===== config.mk =====
export PLATFORM = sky130hd
export DESIGN_NAME = uart_dev
export DESIGN_NICKNAME = d
export VERILOG_FILES = /design/src/rtl/uart_dev_pkg.sv /design/src/rtl/uart_tx_fifo.sv /design/src/rtl/uart_dev.sv
export SDC_FILE = /design/constraint.sdc
export NUM_CORES = 1
export LEC_CHECK = 0
export CAP_MARGIN = 20
export CELL_PAD_IN_SITES_DETAIL_PLACEMENT = 2
export CELL_PAD_IN_SITES_GLOBAL_PLACEMENT = 2
export CORE_MARGIN = 10
export CORE_UTILIZATION = 40
export DETAILED_ROUTE_END_ITERATION = 12
export PLACE_DENSITY = 0.85
export SLEW_MARGIN = 40
export SYNTH_ARGS = -nofsm -noshare
export SYNTH_HDL_FRONTEND = slang
export SYNTH_SLANG_ARGS = --single-unit

===== constraint.sdc =====
create_clock -name clk -period 7 [get_ports clk]
set_clock_uncertainty 0.05 [all_clocks]
set_input_delay 0.7 -clock clk [delete_from_list [all_inputs] [get_ports clk]]
set_output_delay 0.7 -clock clk [all_outputs]
set_load 0.02 [all_outputs]

===== src/rtl/uart_dev_pkg.sv =====
// Shared definitions for the UART peripheral: register offsets, STATUS bit positions,
// FSM encodings and the divisor clamp.
package uart_dev_pkg;

   localparam logic [2:0] REG_TXDATA  = 3'd0;
   localparam logic [2:0] REG_RXDATA  = 3'd1;
   localparam logic [2:0] REG_CTRL    = 3'd2;
   localparam logic [2:0] REG_STATUS  = 3'd3;
   localparam logic [2:0] REG_DIVISOR = 3'd4;

   localparam int ST_RX_VALID   = 0;
   localparam int ST_TX_EMPTY   = 1;
   localparam int ST_TX_FULL    = 2;
   localparam int ST_RX_OVERRUN = 3;
   localparam int ST_FRAME_ERR  = 4;
   localparam int ST_COUNT_LSB  = 8;

   localparam logic [15:0] MIN_DIV = 16'd2;

   typedef enum logic [1:0] {TX_IDLE, TX_START, TX_DATA, TX_STOP} tx_state_t;
   typedef enum logic [1:0] {RX_IDLE, RX_START, RX_DATA, RX_STOP} rx_state_t;

   // A divisor of 0 or 1 would leave no room for the half-bit RX wait.
   function automatic logic [15:0] clamp_div(input logic [15:0] d);
      return (d < MIN_DIV) ? MIN_DIV : d;
   endfunction

endpackage


===== src/rtl/uart_tx_fifo.sv =====
// Byte FIFO feeding the TX serializer; a push into a full FIFO is accepted only when a pop
// happens in the same cycle.
module uart_tx_fifo #(
   parameter int DEPTH = 4
) (
   input  logic                     clk,
   input  logic                     reset,
   input  logic                     push,
   input  logic                     pop,
   input  logic [7:0]               din,
   output logic [7:0]               dout,
   output logic                     full,
   output logic                     empty,
   output logic [$clog2(DEPTH):0]   count
);
   localparam int AW    = $clog2(DEPTH);
   localparam int CNT_W = AW + 1;

   logic [7:0]    mem [DEPTH];
   logic [AW-1:0] wr_ptr, rd_ptr;
   logic [AW:0]   cnt;
   logic          do_push, do_pop;

   assign full    = (cnt == CNT_W'(DEPTH));
   assign empty   = (cnt == '0);
   assign do_pop  = pop && !empty;
   assign do_push = push && (!full || do_pop);
   assign dout    = mem[rd_ptr];
   assign count   = cnt;

   always_ff @(posedge clk or negedge reset) begin
      if (!reset) begin
         wr_ptr <= '0;
         rd_ptr <= '0;
         cnt    <= '0;
         for (int i = 0; i < DEPTH; i++) mem[i] <= '0;
      end else begin
         if (do_push) begin
            mem[wr_ptr] <= din;
            wr_ptr      <= wr_ptr + 1'b1;
         end
         if (do_pop) rd_ptr <= rd_ptr + 1'b1;
         case ({do_push, do_pop})
            2'b10:   cnt <= cnt + 1'b1;
            2'b01:   cnt <= cnt - 1'b1;
            default: ;
         endcase
      end
   end

endmodule


===== src/rtl/uart_dev.sv =====
// Memory-mapped UART: register window with combinational read, FIFO-fed TX serializer,
// RX deserializer with a single-byte holding register, level IRQ.
module uart_dev
   import uart_dev_pkg::*;
#(
   parameter int          TX_DEPTH    = 4,
   parameter logic [15:0] DEFAULT_DIV = 16'd16
) (
   input  logic        clk,
   input  logic        reset,
   input  logic [29:0] Addr,
   input  logic        WE,
   input  logic [31:0] Din,
   output logic [31:0] Dout,
   output logic        IRQ,
   input  logic        uart_rxd,
   output logic        uart_txd
);
   localparam int CW = $clog2(TX_DEPTH) + 1;

   logic [2:0]    reg_sel;
   logic          wr_txdata, wr_rxdata, wr_ctrl, wr_status, wr_div;
   logic [1:0]    ctrl;
   logic [15:0]   divisor;
   logic          fifo_full, fifo_empty, tx_pop, tx_empty;
   logic [7:0]    fifo_dout;
   logic [CW-1:0] fifo_count;
   logic [7:0]    rx_data;
   logic          rx_valid, rx_overrun, frame_err, rx_load, rx_ferr;
   logic [31:0]   status;
   logic          unused_bits;

   tx_state_t   tx_state, tx_next;
   logic [15:0] tx_cnt, tx_cnt_next, tx_div, tx_div_next;
   logic [2:0]  tx_bit, tx_bit_next;
   logic [7:0]  tx_shift, tx_shift_next;
   logic        tx_tick, txd_next;

   rx_state_t   rx_state, rx_next;
   logic [15:0] rx_cnt, rx_cnt_next, rx_div, rx_div_next;
   logic [2:0]  rx_bit, rx_bit_next;
   logic [7:0]  rx_shift, rx_shift_next;
   logic        rx_meta, rx_s, rx_prev, rx_tick, rx_half;

   assign reg_sel     = Addr[2:0];
   assign wr_txdata   = WE && (reg_sel == REG_TXDATA);
   assign wr_rxdata   = WE && (reg_sel == REG_RXDATA);
   assign wr_ctrl     = WE && (reg_sel == REG_CTRL);
   assign wr_status   = WE && (reg_sel == REG_STATUS);
   assign wr_div      = WE && (reg_sel == REG_DIVISOR);
   assign unused_bits = ^{Addr[29:3], Din[31:16]};

   uart_tx_fifo #(.DEPTH(TX_DEPTH)) u_tx_fifo (
      .clk   (clk),
      .reset (reset),
      .push  (wr_txdata),
      .pop   (tx_pop),
      .din   (Din[7:0]),
      .dout  (fifo_dout),
      .full  (fifo_full),
      .empty (fifo_empty),
      .count (fifo_count)
   );

   always_ff @(posedge clk or negedge reset) begin
      if (!reset) begin
         ctrl    <= '0;
         divisor <= DEFAULT_DIV;
      end else begin
         if (wr_ctrl) ctrl <= Din[1:0];
         if (wr_div)  divisor <= clamp_div(Din[15:0]);
      end
   end

   // Each TX frame runs on the divisor captured at its pop, so DIVISOR writes wait for the next frame.
   always_ff @(posedge clk or negedge reset) begin
      if (!reset) begin
         tx_state <= TX_IDLE;
         tx_cnt   <= '0;
         tx_div   <= DEFAULT_DIV;
         tx_bit   <= '0;
         tx_shift <= '0;
         uart_txd <= 1'b1;
      end else begin
         tx_state <= tx_next;
         tx_cnt   <= tx_cnt_next;
         tx_div   <= tx_div_next;
         tx_bit   <= tx_bit_next;
         tx_shift <= tx_shift_next;
         uart_txd <= txd_next;
      end
   end

   assign tx_tick = (tx_cnt == tx_div - 16'd1);

   always_comb begin
      tx_next       = tx_state;
      tx_cnt_next   = tx_cnt + 16'd1;
      tx_div_next   = tx_div;
      tx_bit_next   = tx_bit;
      tx_shift_next = tx_shift;
      case (tx_state)
         TX_IDLE: begin
            tx_cnt_next = '0;
            if (!fifo_empty) begin
               tx_next       = TX_START;
               tx_div_next   = divisor;
               tx_shift_next = fifo_dout;
            end
         end
         TX_START: if (tx_tick) begin
            tx_next     = TX_DATA;
            tx_cnt_next = '0;
            tx_bit_next = '0;
         end
         TX_DATA: if (tx_tick) begin
            tx_cnt_next   = '0;
            tx_shift_next = {1'b0, tx_shift[7:1]};
            tx_bit_next   = tx_bit + 3'd1;
            if (tx_bit == 3'd7) tx_next = TX_STOP;
         end
         TX_STOP: if (tx_tick) begin
            tx_cnt_next = '0;
            if (!fifo_empty) begin
               tx_next       = TX_START;
               tx_div_next   = divisor;
               tx_shift_next = fifo_dout;
            end else begin
               tx_next = TX_IDLE;
            end
         end
         default: tx_next = TX_IDLE;
      endcase
   end

   // txd is registered from the next state so the line changes on the same edge as the FSM.
   always_comb begin
      tx_pop = 1'b0;
      if ((tx_state == TX_IDLE) || ((tx_state == TX_STOP) && tx_tick)) tx_pop = !fifo_empty;
      case (tx_next)
         TX_START: txd_next = 1'b0;
         TX_DATA:  txd_next = tx_shift_next[0];
         default:  txd_next = 1'b1;
      endcase
   end

   always_ff @(posedge clk or negedge reset) begin
      if (!reset) begin
         rx_meta  <= 1'b1;
         rx_s     <= 1'b1;
         rx_prev  <= 1'b1;
         rx_state <= RX_IDLE;
         rx_cnt   <= '0;
         rx_div   <= DEFAULT_DIV;
         rx_bit   <= '0;
         rx_shift <= '0;
      end else begin
         rx_meta  <= uart_rxd;
         rx_s     <= rx_meta;
         rx_prev  <= rx_s;
         rx_state <= rx_next;
         rx_cnt   <= rx_cnt_next;
         rx_div   <= rx_div_next;
         rx_bit   <= rx_bit_next;
         rx_shift <= rx_shift_next;
      end
   end

   assign rx_half = (rx_cnt == ({1'b0, rx_div[15:1]} - 16'd1));
   assign rx_tick = (rx_cnt == rx_div - 16'd1);

   always_comb begin
      rx_next       = rx_state;
      rx_cnt_next   = rx_cnt + 16'd1;
      rx_div_next   = rx_div;
      rx_bit_next   = rx_bit;
      rx_shift_next = rx_shift;
      case (rx_state)
         RX_IDLE: begin
            rx_cnt_next = '0;
            if (rx_prev && !rx_s) begin
               rx_next     = RX_START;
               rx_div_next = divisor;
            end
         end
         RX_START: if (rx_half) begin
            rx_cnt_next = '0;
            rx_bit_next = '0;
            rx_next     = rx_s ? RX_IDLE : RX_DATA;
         end
         RX_DATA: if (rx_tick) begin
            rx_cnt_next   = '0;
            rx_shift_next = {rx_s, rx_shift[7:1]};
            rx_bit_next   = rx_bit + 3'd1;
            if (rx_bit == 3'd7) rx_next = RX_STOP;
         end
         RX_STOP: if (rx_tick) begin
            rx_cnt_next = '0;
            rx_next     = RX_IDLE;
         end
         default: rx_next = RX_IDLE;
      endcase
   end

   always_comb begin
      rx_load = 1'b0;
      rx_ferr = 1'b0;
      if ((rx_state == RX_STOP) && rx_tick) begin
         rx_load = rx_s;
         rx_ferr = !rx_s;
      end
   end

   // A completing byte beats a same-cycle RXDATA clear; the clear then leaves overrun alone.
   always_ff @(posedge clk or negedge reset) begin
      if (!reset) begin
         rx_data    <= '0;
         rx_valid   <= 1'b0;
         rx_overrun <= 1'b0;
         frame_err  <= 1'b0;
      end else begin
         if (rx_load) begin
            rx_data  <= rx_shift;
            rx_valid <= 1'b1;
            if (!wr_rxdata) rx_overrun <= rx_overrun | rx_valid;
         end else if (wr_rxdata) begin
            rx_valid   <= 1'b0;
            rx_overrun <= 1'b0;
         end
         if (rx_ferr) frame_err <= 1'b1;
         else if (wr_status && Din[ST_FRAME_ERR]) frame_err <= 1'b0;
      end
   end

   assign tx_empty = fifo_empty && (tx_state == TX_IDLE);
   assign IRQ      = (ctrl[0] && rx_valid) || (ctrl[1] && tx_empty);

   always_comb begin
      status                       = '0;
      status[ST_RX_VALID]          = rx_valid;
      status[ST_TX_EMPTY]          = tx_empty;
      status[ST_TX_FULL]           = fifo_full;
      status[ST_RX_OVERRUN]        = rx_overrun;
      status[ST_FRAME_ERR]         = frame_err;
      status[ST_COUNT_LSB +: 8]    = 8'(fifo_count);
      case (reg_sel)
         REG_RXDATA:  Dout = {24'b0, rx_data};
         REG_CTRL:    Dout = {30'b0, ctrl};
         REG_STATUS:  Dout = status;
         REG_DIVISOR: Dout = {16'b0, divisor};
         default:     Dout = '0;
      endcase
   end

endmodule


==> results.cfg, run 1 <==
[drt]
first_pass_iters = 6
drt_iter0_drc = 365
vias = 7101
drcViolationCount = 0
drt-vias-per-instance = 5.87
final_antenna_net_count = 0
routed_wl_um = 30200
wl_per_cell_um = 25.0

[power_and_ir_drop]
finalPower_uw = 4220
ir_drop_v = 0.000212
leakage_uw = 0.00450
powerDensity_nw_per_um2 = 404

[placed_design]
port_buffers = 40
dp_hpwl_um = 19400
gp_congestion = 0.819

[timing]
final.min_clock_period_ns = 4.69
slew_violations = 0
finalSetupTns_ns = 0
hold_viol = 0
rsz0062_at_grt = no
setup_viol = 0
max-slew-margin-rel_pct = 40.8
timing.final.crit_share_pct = 66.9
tightest_slew_ns = 0.879
fmax_mhz = 213

[min_path]
hp-class = in2async

[worst_setup_path]
endpoint_kind = flip-flop
reg2reg_from = tx_div[7]
worstPathRequired_ns = 7.32
critPathKind = reg2reg
crit_path_start = tx_div[7]
arrival_ns = 5.01
rr_worst_depth = 12
critPathLaunchType = flip-flop
worstPathMaxFanout = 15

[clock_tree]
cts_setup_buffers = 0
insertion_delay_ns = 0.45
cts_max_path_buffers = 2
numClockSinks = 162
htree_levels = 4
cts_tree = built
numCtsBuffers = 17
path_clk_slew_ns = 0.08
cts_hold_buffers = 0
ctsResizeCount = 0
root_buffer = clkbuf_16

[global_routing]
antenna_found_initial = 0
grt_max_degree = 101
grt.overflow.total = 0
groute.usage.overall_pct = 21.0
grt_pass1_vias = 8136
grt_pass1_wl_um = 48300

[synthesis]
async_flop_share_pct = 100
synth_warnings = 0
synth_seq_cells = 162
synth_top_cells_by_area = dfrtp_1 42%, mux2_2 7.7%, xnor2_1 5.0%, mux2_1 3.9%, xor2_1 3.6%
mappedNetlistArea_um2 = 9240
yosysTopAreaCellShare_pct = 42.0
ys_types = 76
postSynthCellCount = 898
synth-edff-count = 0
synth_top_area_cell = dfrtp_1
ys_dominant_reg_cell = dfrtp_1
yosysSeqAreaShare_pct = 44.0
syn_avg_cell_area_um2 = 10.3

[layout]
finalNetCount = 1000
fill_cells = 2322
syn_to_final_growth_pct = 13.1
finalCoreUtilization_pct = 46.0
diodes = 0
drive_above_1_share_pct = 14.6

[floorplan]
core_area_um2 = 22700
rows = 55
die-area_um2 = 29600
io_pins = 100
fp.dieW_um = 172
start_util_pct = 40.7
dieHeight_um = 172

[outcome]
outcome = finished, final reports clean

[job]
drv_cap = 0
cells in the final DEF (no fill, tap or decap), types with 4 or more instances in the layout:
cell type        Yosys  routed
o22ai_1              7       7
dfstp_2              7       7
dfrtp_1            155     155
mux4_2               8       8
a22oi_1              4       4
nand2b_1             5       5
mux2_2              63      63
a22o_1               5       5
xnor2_1             53      53
clkinv_8             0       7
mux2_1              32      32
inv_1               29      29
nand3b_1             6       6
mux2i_1             11      11
ha_1                21      21
nand2_1             78      78
clkdlybuf4s50_1      0      39
a21oi_1             24      24
nand4_1              9       9
nor2_1              72      72
nor3_1              19      19
inv_8                0       4
clkbuf_16            0      17
nor2b_1             11      11
or3_1                5       5
or4_1                4       4
nor4_1              10       8
and3_1              16      15
nand3_1             25      25
and2_1               6       6
o21ai_0             38      38
o211ai_1             5       5
conb_1               1      16
a31oi_1              7       7
xor2_1              38      38
sequential cells by signal, indices dropped and copies added (netlist names), 2 cells and up, named ones only:
| register | count |
|---|---|
| rx_bit | 3 |
| rx_shift | 8 |
| u_tx_fifo.mem | 32 |
| rx_cnt | 16 |
| tx_bit | 3 |
| ctrl | 2 |
| tx_shift | 8 |
| u_tx_fifo.wr_ptr | 2 |
| divisor | 16 |
| rx_div | 16 |
| u_tx_fifo.rd_ptr | 2 |
| tx_div | 16 |
| tx_state | 2 |
| tx_cnt | 16 |
| u_tx_fifo.count | 3 |
| rx_data | 8 |
power by group:
group / total [uW] / internal, uW / switching (uW)
logic: 1620 / 699 / 922
clock network: 981 / 497 / 484
registers: 1620 / 1210 / 417
total: 4220 / 2400 / 1820
through the flow:
stage	instances	setup WS, ns	hold slack, ns	instance area [um2]
after global placement	1176	2.40	0.296	9750
after detailed placement	1176	2.17	0.298	9760
after floorplan	913	3.06	0.295	9300
after CTS	1208	1.95	0.263	10400
after global routing	1210	1.99	0.0690	10500
final	1210	2.31	0.0579	10500
logic make-up after synthesis:
| kind of cell | Yosys count | share of synthesized area, % |
|---|---|---|
| flip-flops | 162 | 44.0 |
| XOR/XNOR | 91 | 8.63 |
| AO/OA/AOI/OAI | 126 | 9.11 |
| buffers and inverters | 94 | 4.74 |
| AND/OR/NAND/NOR | 287 | 15.6 |
| other | 1 | 0.0406 |
| multiplexers | 115 | 14.9 |
| adder cells (fa/ha/maj) | 22 | 3.06 |
area by class of cell:
cell class,instances,area (um2),area share (%)
Clock buffer,18,439,4.20
Clock inverter,14,185,1.77
Inverter,29,109,1.04
Multi-Input combinational cell,657,4830,46.2
Sequential cell,162,4060,38.9
Tap cell,285,357,3.41
Timing Repair Buffer,45,467,4.47
worst max-delay path: stages (launching register included):
cell and delay [ns]:
dfrtp_1 0.46, nor4_1 0.61, nand4_1 0.29, or4_1 0.62
a221o_1 0.43, nor4_4 0.22, buf_4 0.25, a21oi_4 0.16
nor2_1 0.26, nand2_1 0.11, fa_1 0.49, a2111oi_0 0.43
a2bb2oi_1 0.21
per-layer routing:
metal	up-vias	track usage (%)	routed length, um
li1	3139	-	-
met1	3758	26.9	13600
met2	154	34.8	14900
met3	50	3.85	1030
met4	0	7.12	711
met5	-	0	0
Yosys cell counts, types with 4 or more instances:
library cell  count
nor2_1           72
nor4b_1           4
nand4_1           9
nand3_1          25
nor2b_1          11
nor3_1           19
a22o_1            5
nand3b_1          6
o22ai_1           7
mux2i_1          11
a31oi_1           7
xor2_1           38
or3_1             5
buf_2             5
ha_1             21
and3_1           16
nor4_1           10
inv_1            29
a22oi_1           4
mux4_2            8
o211ai_1          5
o21ai_0          38
mux2_2           63
nand2b_1          5
clkbuf_1         37
dfrtp_1         155
or4_1             4
mux2_1           32
xnor2_1          53
nand2_1          78
buf_4            21
dfstp_2           7
and2_1            6
a21oi_1          24
final timing paths:
check	end	slack (ns)
max	u_tx_fifo.count[1]	2.31
min	u_tx_fifo.mem[26]	0.06
max reg2reg	u_tx_fifo.count[1]	2.31
min reg2reg	rx_s	0.31
max in group asynchronous	u_tx_fifo.mem[1]	5.93
min in group clk	rx_s	0.31
Power figures use the tool's default switching activity.
==> run 2: changes to the inputs <==
- CORE_UTILIZATION: 40 -> 37
- PLACE_DENSITY: 0.85 -> 0.79
- clock period: 7 -> 4.9 ns (I/O delays scaled with it)
==> run 2 against run 1 <==
Via count decreased by 3.5%. Largest cell class unchanged. Worst setup slack got worse by 2.0 ns. Clock-buffer cell count is the same. Die area increased by 7.2%. Total power grew 38%. Combinational power rose by 34%. Design area grew 0.48%. First-iteration DRC count shrank 2.5%. Sequential share of layout area is 0.19 points lower.
==> results.cfg, run 2 (synthesis gave the netlist of run 1 again) <==
[clock_tree]
numCtsBuffers = 17
cts_setup_buffers = 0
cts_tree = built
root_buffer = clkbuf_16
htree_levels = 4
path_clk_slew_ns = 0.08
numClockSinks = 162
insertion_delay_ns = 0.44
cts_max_path_buffers = 2

[worst_setup_path]
crit_path_start = tx_div[3]
cp_top_family = simple AND/OR/NAND/NOR gates
crit_path_end = u_tx_fifo.count[1]
cp_slowest_cell = or4_4
rr_worst_depth = 12
arrival_ns = 4.85
reg2reg_from = tx_div[3]
r2r_setup_slack_ns = 0.35
critPathKind = reg2reg
endpoint_kind = flip-flop
worstSetupPathDepth = 12
worstPathRequired_ns = 5.20
r2r-end = u_tx_fifo.count[1]
crit_path_max_incr_delay_ns = 0.60
cp_cell_sequence = or4_4, or3_1, a2111o_1, a221o_1, nor4_4, buf_4, a21oi_2, nor2_1, nand2_1, fa_1, a2111oi_1, a2bb2oi_1
critPathLaunchType = flip-flop
path_buf_inv = 1
worstPathMaxFanout = 11

[drt]
drt_iter0_drc = 356
drt-vias-per-instance = 5.46
final_antenna_net_count = 0
vias = 6849
wl_per_cell_um = 21.5
routed_wl_um = 27000
first_pass_iters = 4
drcViolationCount = 0

[global_routing]
met3_usage_pct = 2.77
antenna_found_initial = 0
met1_usage_pct = 23.0
grt.overflow.total = 0
groute.usage.overall_pct = 17.4
grt_max_degree = 99
grt_pass1_wl_um = 43700
grt_pass1_vias = 7641
grt.busiest_layer = met2
use_met2_pct = 29.4

[timing]
final.min_clock_period_ns = 4.55
finalSetupTns_ns = 0
setup_viol = 0
fmax_mhz = 220
slew_violations = 0
hold_viol = 0
rsz0062_at_grt = no
max-slew-margin-rel_pct = 46.4
tightest_slew_ns = 0.796
timing.final.crit_share_pct = 92.9

[floorplan]
rows = 57
fp.dieW_um = 178
io_pins = 100
core_area_um2 = 24500
die-area_um2 = 31700
start_util_pct = 37.8
dieHeight_um = 178

[layout]
syn_to_final_growth_pct = 13.6
most-common-layout-cells = 155 x dfrtp_1, 78 x nand2_1, 72 x nor2_1
largest_register_ffs = 32
fill_cells = 2554
finalNetCount = 1005
drive_above_1_share_pct = 14.8
largest-register = u_tx_fifo.mem
regArea_um2 = 4060
final_common_cell = dfrtp_1
multi_input_area_um2 = 4820
fin_cells = 1254
diodes = 0

[power_and_ir_drop]
powerDensity_nw_per_um2 = 556
ir_drop_v = 0.000276
finalPower_uw = 5840
leakage_uw = 0.00451

[job]
drv_cap = 0

[placed_design]
gp_congestion = 0.794
dp.cells = 1220
port_buffers = 40
dp_hpwl_um = 18600

[outcome]
outcome = finished, final reports clean

[min_path]
hp-class = reg2reg
-- run 2: layout make-up --
| cell class | count | share of cell area (%) |
|---|---|---|
| Clock buffer | 18 | 4.18 |
| Clock inverter | 14 | 1.55 |
| Inverter | 29 | 1.04 |
| Multi-Input combinational cell | 657 | 45.9 |
| Sequential cell | 162 | 38.7 |
| Tap cell | 324 | 3.86 |
| Timing Repair Buffer | 50 | 4.79 |
-- run 2: layer usage --
layer | vias to the layer above | share of wire (%) | wire, um
met5 | - | 0 | 0
met2 | 106 | 49 | 13300
met1 | 3573 | 46 | 12300
met3 | 23 | 3.8 | 1040
li1 | 3147 | - | -
met4 | 0 | 1.0 | 276
-- run 2: where the power goes --
| part | internal (uW) | switching, uW |
|---|---|---|
| registers | 1720 | 566 |
| logic | 1000 | 1170 |
| clock network | 701 | 677 |
| total | 3420 | 2410 |
-- run 2: worst min path at each step --
stage	from	to	slack, ns	depth (start not counted)
2_1_floorplan	reset	async pin	0.14	0
3_3_place_gp	rx_meta	rx_s	0.30	0
3_5_place_dp	rx_meta	rx_s	0.30	0
4_1_cts	reset	u_tx_fifo.mem[18]	0.07	1
5_1_grt	rx_meta	rx_s	0.32	0
6_report	rx_meta	rx_s	0.31	0
-- run 2: timing repair --
item,CTS,global route
endpoints found under the hold margin,0,42
setup endpoints to repair,0,1
resized for setup,0,2
hold buffers,0,1
-- run 2: through the flow --
| step | utilization, % | hold slack [ns] | instance area (um2) | worst slack [ns] |
|---|---|---|---|---|
| 2_1_floorplan | - | 0.144 | 9300 | 0.963 |
| 3_3_place_gp | 40.2 | 0.297 | 9840 | 0.734 |
| 3_5_place_dp | 40.2 | 0.301 | 9840 | 0.524 |
| 4_1_cts | 42.7 | 0.0695 | 10400 | 0.273 |
| 5_1_grt | 42.9 | 0.319 | 10500 | 0.0795 |
| 6_report | 42.9 | 0.311 | 10500 | 0.346 |
